===== config.mk =====
export PLATFORM = sky130hd
export DESIGN_NAME = dcache_refill_flat
export DESIGN_NICKNAME = d
export VERILOG_FILES = /design/src/rtl/dcache_refill_if.sv /design/src/rtl/dcache_refill.sv /design/src/flat_wrapper.sv
export SDC_FILE = /design/constraint.sdc
export NUM_CORES = 1
export LEC_CHECK = 0
export BUFFER_PORTS_ARGS = -buffer_cell sky130_fd_sc_hd__buf_2
export CAP_MARGIN = 10
export CORE_MARGIN = 5
export CORE_UTILIZATION = 41
export DETAILED_ROUTE_END_ITERATION = 16
export PLACE_DENSITY_LB_ADDON = 0.08
export REMOVE_ABC_BUFFERS = 1
export SLEW_MARGIN = 20
export SYNTH_ARGS = -nofsm -noshare
export SYNTH_HDL_FRONTEND = slang
export SYNTH_SLANG_ARGS = --single-unit
export TNS_END_PERCENT = 30

===== constraint.sdc =====
create_clock -name clk -period 1.4 [get_ports clk]
set_input_delay 0.28 -clock clk [delete_from_list [all_inputs] [get_ports clk]]
set_output_delay 0.28 -clock clk [all_outputs]
set_load 0.02 [all_outputs]

===== src/rtl/dcache_refill_if.sv =====
// dcache_refill_if: miss request, memory read port and tag/data RAM write signals of dcache_refill
interface dcache_refill_if;
  logic        tag_init_done;
  logic        miss_req;
  logic [31:0] miss_addr;
  logic        miss_ack;
  logic        busy;
  logic        refill_done;
  logic        refill_err;
  logic        crit_valid;
  logic [31:0] crit_data;
  logic        mem_rd_req;
  logic [31:0] mem_rd_addr;
  logic        mem_rd_ready;
  logic        mem_rvalid;
  logic [31:0] mem_rdata;
  logic        mem_rlast;
  logic        tag_en;
  logic [3:0]  tag_wen;
  logic [6:0]  tag_index;
  logic [20:0] tag_wdata;
  logic        data_wen;
  logic [6:0]  data_index;
  logic [2:0]  data_word;
  logic [31:0] data_wdata;
  modport master(
    input  tag_init_done, miss_req, miss_addr, mem_rd_ready, mem_rvalid, mem_rdata, mem_rlast,
    output miss_ack, busy, refill_done, refill_err, crit_valid, crit_data, mem_rd_req, mem_rd_addr,
           tag_en, tag_wen, tag_index, tag_wdata, data_wen, data_index, data_word, data_wdata
  );
  modport slave(
    output tag_init_done, miss_req, miss_addr, mem_rd_ready, mem_rvalid, mem_rdata, mem_rlast,
    input  miss_ack, busy, refill_done, refill_err, crit_valid, crit_data, mem_rd_req, mem_rd_addr,
           tag_en, tag_wen, tag_index, tag_wdata, data_wen, data_index, data_word, data_wdata
  );
endinterface


===== src/rtl/dcache_refill.sv =====
// dcache_refill: 8-beat line refill into tag/data RAM; DCACHE_REFILL_CWF_EN selects critical-word-first bursts
module dcache_refill #(
  parameter int BURST_LEN  = 8,
  parameter int MEM_ADDR_W = 32
) (
  input logic           clk,
  input logic           resetn,
  dcache_refill_if.master bus
);
  typedef enum logic [2:0] {IDLE, INVAL, REQ, RECV, COMMIT} state_t;
  state_t                state;
  logic [MEM_ADDR_W-1:2] addr;
  logic [2:0]            cnt;
  logic [2:0]            seen;
  logic [2:0]            start;
  logic [31:0]           rd_addr;
  logic                  ack;
  logic                  beat;
`ifdef DCACHE_REFILL_CWF_EN
  assign start   = addr[4:2];
  assign rd_addr = {addr, 2'b00};
`else
  assign start   = 3'd0;
  assign rd_addr = {addr[MEM_ADDR_W-1:5], 5'b0};
`endif
  // request acceptance and beat write-through are combinational so ack and data land in the same cycle
  always_comb begin
    ack             = resetn && state == IDLE && bus.miss_req && bus.tag_init_done;
    beat            = resetn && state == RECV && bus.mem_rvalid;
    bus.miss_ack    = ack;
    bus.busy        = state != IDLE;
    bus.data_wen    = beat;
    bus.data_index  = beat ? addr[11:5] : 7'd0;
    bus.data_word   = beat ? cnt : 3'd0;
    bus.data_wdata  = beat ? bus.mem_rdata : 32'd0;
    bus.crit_valid  = beat && cnt == addr[4:2];
    bus.crit_data   = bus.crit_valid ? bus.mem_rdata : 32'd0;
  end
  // refill FSM; tag writes, burst request and completion pulses are registered on entry to each state
  always_ff @(posedge clk) begin
    if (!resetn) begin
      state           <= IDLE;
      addr            <= '0;
      cnt             <= '0;
      seen            <= '0;
      bus.tag_en      <= 1'b0;
      bus.tag_wen     <= 4'h0;
      bus.tag_index   <= 7'd0;
      bus.tag_wdata   <= 21'd0;
      bus.mem_rd_req  <= 1'b0;
      bus.mem_rd_addr <= 32'd0;
      bus.refill_done <= 1'b0;
      bus.refill_err  <= 1'b0;
    end else begin
      bus.tag_en      <= 1'b0;
      bus.tag_wen     <= 4'h0;
      bus.tag_index   <= 7'd0;
      bus.tag_wdata   <= 21'd0;
      bus.refill_done <= 1'b0;
      bus.refill_err  <= 1'b0;
      case (state)
        IDLE: if (ack) begin
          addr          <= bus.miss_addr[MEM_ADDR_W-1:2];
          bus.tag_en    <= 1'b1;
          bus.tag_wen   <= 4'hF;
          bus.tag_index <= bus.miss_addr[11:5];
          bus.tag_wdata <= {1'b0, bus.miss_addr[31:12]};
          state         <= INVAL;
        end
        INVAL: begin
          bus.mem_rd_req  <= 1'b1;
          bus.mem_rd_addr <= rd_addr;
          state           <= REQ;
        end
        REQ: if (bus.mem_rd_ready) begin
          bus.mem_rd_req  <= 1'b0;
          bus.mem_rd_addr <= 32'd0;
          cnt             <= start;
          seen            <= 3'd0;
          state           <= RECV;
        end
        RECV: if (bus.mem_rvalid) begin
          cnt  <= cnt + 3'd1;
          seen <= seen + 3'd1;
          if (seen == 3'(BURST_LEN - 1)) begin
            bus.tag_en      <= 1'b1;
            bus.tag_wen     <= 4'hF;
            bus.tag_index   <= addr[11:5];
            bus.tag_wdata   <= {1'b1, addr[31:12]};
            bus.refill_done <= 1'b1;
            state           <= COMMIT;
          end else if (bus.mem_rlast) begin
            bus.refill_err <= 1'b1;
            state          <= IDLE;
          end
        end
        default: state <= IDLE;
      endcase
    end
  end
endmodule


===== src/flat_wrapper.sv =====
// flat-port wrapper written by rule: the top's interface ports become plain ports
module dcache_refill_flat 
#(
  parameter int BURST_LEN  = 8,
  parameter int MEM_ADDR_W = 32
)
  (clk, resetn, bus_tag_init_done, bus_miss_req, bus_miss_addr, bus_mem_rd_ready, bus_mem_rvalid, bus_mem_rdata, bus_mem_rlast, bus_miss_ack, bus_busy, bus_refill_done, bus_refill_err, bus_crit_valid, bus_crit_data, bus_mem_rd_req, bus_mem_rd_addr, bus_tag_en, bus_tag_wen, bus_tag_index, bus_tag_wdata, bus_data_wen, bus_data_index, bus_data_word, bus_data_wdata);
  dcache_refill_if bus_i ();
  input logic clk;
  input logic resetn;
  input wire logic [$bits(bus_i.tag_init_done)-1:0] bus_tag_init_done;
  input wire logic [$bits(bus_i.miss_req)-1:0] bus_miss_req;
  input wire logic [$bits(bus_i.miss_addr)-1:0] bus_miss_addr;
  input wire logic [$bits(bus_i.mem_rd_ready)-1:0] bus_mem_rd_ready;
  input wire logic [$bits(bus_i.mem_rvalid)-1:0] bus_mem_rvalid;
  input wire logic [$bits(bus_i.mem_rdata)-1:0] bus_mem_rdata;
  input wire logic [$bits(bus_i.mem_rlast)-1:0] bus_mem_rlast;
  output wire logic [$bits(bus_i.miss_ack)-1:0] bus_miss_ack;
  output wire logic [$bits(bus_i.busy)-1:0] bus_busy;
  output wire logic [$bits(bus_i.refill_done)-1:0] bus_refill_done;
  output wire logic [$bits(bus_i.refill_err)-1:0] bus_refill_err;
  output wire logic [$bits(bus_i.crit_valid)-1:0] bus_crit_valid;
  output wire logic [$bits(bus_i.crit_data)-1:0] bus_crit_data;
  output wire logic [$bits(bus_i.mem_rd_req)-1:0] bus_mem_rd_req;
  output wire logic [$bits(bus_i.mem_rd_addr)-1:0] bus_mem_rd_addr;
  output wire logic [$bits(bus_i.tag_en)-1:0] bus_tag_en;
  output wire logic [$bits(bus_i.tag_wen)-1:0] bus_tag_wen;
  output wire logic [$bits(bus_i.tag_index)-1:0] bus_tag_index;
  output wire logic [$bits(bus_i.tag_wdata)-1:0] bus_tag_wdata;
  output wire logic [$bits(bus_i.data_wen)-1:0] bus_data_wen;
  output wire logic [$bits(bus_i.data_index)-1:0] bus_data_index;
  output wire logic [$bits(bus_i.data_word)-1:0] bus_data_word;
  output wire logic [$bits(bus_i.data_wdata)-1:0] bus_data_wdata;
  assign bus_i.tag_init_done = bus_tag_init_done;
  assign bus_i.miss_req = bus_miss_req;
  assign bus_i.miss_addr = bus_miss_addr;
  assign bus_i.mem_rd_ready = bus_mem_rd_ready;
  assign bus_i.mem_rvalid = bus_mem_rvalid;
  assign bus_i.mem_rdata = bus_mem_rdata;
  assign bus_i.mem_rlast = bus_mem_rlast;
  assign bus_miss_ack = bus_i.miss_ack;
  assign bus_busy = bus_i.busy;
  assign bus_refill_done = bus_i.refill_done;
  assign bus_refill_err = bus_i.refill_err;
  assign bus_crit_valid = bus_i.crit_valid;
  assign bus_crit_data = bus_i.crit_data;
  assign bus_mem_rd_req = bus_i.mem_rd_req;
  assign bus_mem_rd_addr = bus_i.mem_rd_addr;
  assign bus_tag_en = bus_i.tag_en;
  assign bus_tag_wen = bus_i.tag_wen;
  assign bus_tag_index = bus_i.tag_index;
  assign bus_tag_wdata = bus_i.tag_wdata;
  assign bus_data_wen = bus_i.data_wen;
  assign bus_data_index = bus_i.data_index;
  assign bus_data_word = bus_i.data_word;
  assign bus_data_wdata = bus_i.data_wdata;
  dcache_refill #(.BURST_LEN(BURST_LEN), .MEM_ADDR_W(MEM_ADDR_W)) u_core (.clk(clk), .resetn(resetn), .bus(bus_i));
endmodule

==> results_dict.tcl <==
set metrics [dict create \
    placed_cell_area_mm2 0.00544 \
    io_pins 217 \
    first_pass_iters 5 \
    worst_path_most_repeated_cell "buf_6" \
    async_reset_ff_share_pct 0 \
    clock_latency_ps 360 \
    cts_buffers 9 \
    die_area_mm2 0.0122 \
    synthCells 456 \
    clock_sinks 98 \
    layout_setup_ws_ps -550 \
    multi_input_area_mm2 0.00196 \
    grt_max_degree 49 \
    viasPerCell 5.04 \
    cap_viol_max_count 0 \
    hold_path_class "primary input to flop" \
    fin_cells 804 \
    rsz0062_at_grt "yes" \
    drt_iter0_markers 208 \
    rrSetupSlack_ps -90 \
    vias 4056 \
    antenna_found_initial 0 \
    gp_congestion 0.913 \
    cp_data_arrival_time_ps 1670 \
    path_clk_slew_ps 100 \
    path_cells "and3b_1 > and3_4 > buf_6 > and3_1 > buf_6" \
    r2r_cells 5 \
    min_path_cells 3 \
    drc 0 \
    cp-start-kind "flop" \
    slew_viol_final 0 \
    final_cell_area_mm2 0.00621 \
    synth-seq-area-share_pct 47.4 \
    cts_tree "done" \
    root_buffer "clkbuf_8" \
    dpl_worst_slack_ps -227 \
    start_util_pct 42.1 \
    regArea_mm2 0.00197 \
    avgSynthCellArea_um2 9.07 \
    rows 36 \
    die_h_um 110 \
    synth_area_mm2 0.00414 \
    slowest_stage "dfxtp_1" \
    first_global_vias 4081 \
    port_buffers 209 \
    grt_pass1_wl_mm 20.8 \
    die_w_um 110 \
    clockBufferDepth 2 \
    hold_ws_ps 139 \
    max_stage_delay_ps 320 \
    grt_util_all_layers_pct 20.6 \
    dpl.cell_count 787 \
    holdPathEnd "u_core.addr[4]$_SDFFE_PN0P_" \
    netlist-cell-type-count 41 \
    max_freq_mhz 513 \
    r2r-end "u_core.bus.mem_rd_addr[9]$_SDFFE_PN0P_" \
    fin_crit_ps 1950 \
    hold_start "bus_miss_addr[4]" \
    ys.warnings.count 0 \
    synth_edf_count 0 \
    wl_per_cell_um 16.8 \
    tns_ps -42040 \
    finalHoldViolations 0 \
    vdd.ir_drop.worst_mv 0.708 \
    fin_crit_sh_pct 139 \
    fin_nets 741 \
    cellPowerDensity_mw_per_mm2 958 \
    cts-hold-fix-buffers 0 \
    synth_ff_type "dfxtp_1" \
    required_ps 1120 \
    ant_nets 0 \
    grt_overflow 0 \
    endpoint_kind "output pin" \
    path_max_fanout 12 \
    p_leak_nw 2.99 \
    drive_gt1_share_pct 46.3 \
    cts.htree.levels 3 \
    hpwl_mm 9.45 \
    rr_startpoint "u_core.state[2]$_SDFFE_PN0P_" \
    ys_seq_elements 98 \
    area_growth_pct 50.0 \
    core_area_mm2 0.00982 \
    path_class "flop to output pin" \
    clock_skew_ps 12.2 \
    n_fill_cell 870 \
    power_mw 5.95 \
    insertedDiodeCount 0 \
    setup_viol 106 \
    fin_util_pct 63.2 \
    status "finished with violations" \
    violations "setup timing" \
    routed_wl_mm 13.5 \
]
final cells by class:
| type | count | area share, % |
|---|---|---|
| clock inverters | 5 | 0.645 |
| flip-flops and latches | 98 | 31.7 |
| clock buffers | 10 | 2.22 |
| inverters | 3 | 0.181 |
| multi-input cells | 306 | 31.6 |
| repair buffers | 249 | 31.0 |
| well taps | 133 | 2.68 |
worst max-delay path by stage:
stage / from / to / depth (start not counted)
global placement: resetn / bus_crit_data[6] / 6
detailed placement: resetn / bus_crit_data[11] / 6
CTS: u_core.state[2]$_SDFFE_PN0P_ / bus_crit_data[15] / 5
finish: u_core.state[2]$_SDFFE_PN0P_ / bus_crit_data[16] / 5
floorplan: u_core.state[2]$_SDFFE_PN0P_ / u_core.addr[10]$_SDFFE_PN0P_ / 3
global route: u_core.state[2]$_SDFFE_PN0P_ / bus_crit_data[0] / 5
per-layer routing:
metal / global-route usage [%] / routed length (um)
met4: 6.08 / 220
met5: 0 / 0
met2: 35.8 / 6910
met3: 5.14 / 828
met1: 25.0 / 5550
flip-flops by register name, indices dropped and copies added, names as in the netlist:
signal,flops
u_core.bus.mem_rd_req,1
u_core.state,3
u_core.bus.tag_wen,1
u_core.bus.refill_done,1
u_core.addr,30
u_core.seen,3
u_core.bus.tag_wdata,21
u_core.bus.mem_rd_addr,27
u_core.bus.tag_index,7
u_core.cnt,3
u_core.bus.refill_err,1
synth_stat cells, types with 2 or more instances:
cell | instances | area, um^2
clkbuf_1 | 14 | 52.6
a21oi_1 | 28 | 140
mux2i_1 | 4 | 40.0
buf_2 | 13 | 65.1
inv_1 | 3 | 11.3
nor3b_1 | 2 | 15.0
nand3b_1 | 2 | 15.0
nand3_1 | 57 | 285
a22o_1 | 20 | 175
xor2_1 | 3 | 26.3
o21ai_1 | 17 | 85.1
nand2_1 | 38 | 143
a22o_2 | 7 | 70.1
dfxtp_1 | 98 | 1960
ha_1 | 3 | 37.5
nor2_1 | 3 | 11.3
and3_1 | 36 | 225
buf_4 | 16 | 120
clkbuf_2 | 3 | 15.0
nor3_2 | 2 | 20.0
and2_1 | 44 | 275
xnor2_1 | 3 | 26.3
and3b_1 | 2 | 17.5
buf_6 | 6 | 67.6
o21ai_0 | 16 | 80.1
worst max-delay path: cells and delay by family (launching register included):
family / cells / cell delay (ps)
buffers and inverters: 2 / 280
flip-flops: 1 / 320
AND/OR/NAND/NOR: 3 / 690
power by group:
group	leakage (nW)	switching [mW]	total (mW)	internal (mW)
Sequential	0.795	0.0783	2.98	2.91
Combinational	2.11	0.736	1.28	0.543
Clock	0.0810	0.993	1.69	0.694
Total	2.99	1.81	5.95	4.14
cell families (layout without fill, tap and decap cells):
family / Yosys count / after routing / share of synthesized area [%]
AND/OR/NAND/NOR: 195 / 195 / 26.9
XOR/XNOR: 6 / 6 / 1.27
multiplexers: 4 / 4 / 0.968
flip-flops: 98 / 98 / 47.4
AO/OA/AOI/OAI: 93 / 93 / 14.3
adder cells (fa/ha/maj): 3 / 3 / 0.907
other: 1 / 5 / 0.0906
buffers and inverters: 56 / 267 / 8.10
repair_timing:
action / CTS / global route
endpoints found under the setup margin: 108 / 170
setup buffers: 0 / 1
pin swaps: 2 / 4
gates resized for setup: 93 / 90
cloned: 0 / 1
placed cells by master (no fill, tap or decap), types with 2 or more instances in the layout:
| cell type | instances |
|---|---|
| a21oi_1 | 19 |
| a21oi_2 | 9 |
| a22o_1 | 20 |
| a22o_2 | 7 |
| and2_1 | 35 |
| and2_4 | 9 |
| and3_1 | 36 |
| and3b_1 | 2 |
| and4b_2 | 2 |
| buf_12 | 8 |
| buf_2 | 132 |
| buf_4 | 39 |
| buf_6 | 67 |
| buf_8 | 2 |
| clkbuf_8 | 10 |
| clkinvlp_4 | 3 |
| conb_1 | 5 |
| dfxtp_1 | 94 |
| dfxtp_2 | 4 |
| ha_1 | 2 |
| inv_1 | 3 |
| mux2i_1 | 4 |
| nand2_1 | 38 |
| nand3_1 | 51 |
| nand3_2 | 6 |
| nand3b_1 | 2 |
| nor2_1 | 3 |
| nor3b_2 | 2 |
| o21ai_0 | 13 |
| o21ai_1 | 19 |
| xnor2_1 | 3 |
| xor2_1 | 3 |
No activity file was read; power rests on OpenSTA's default activity.
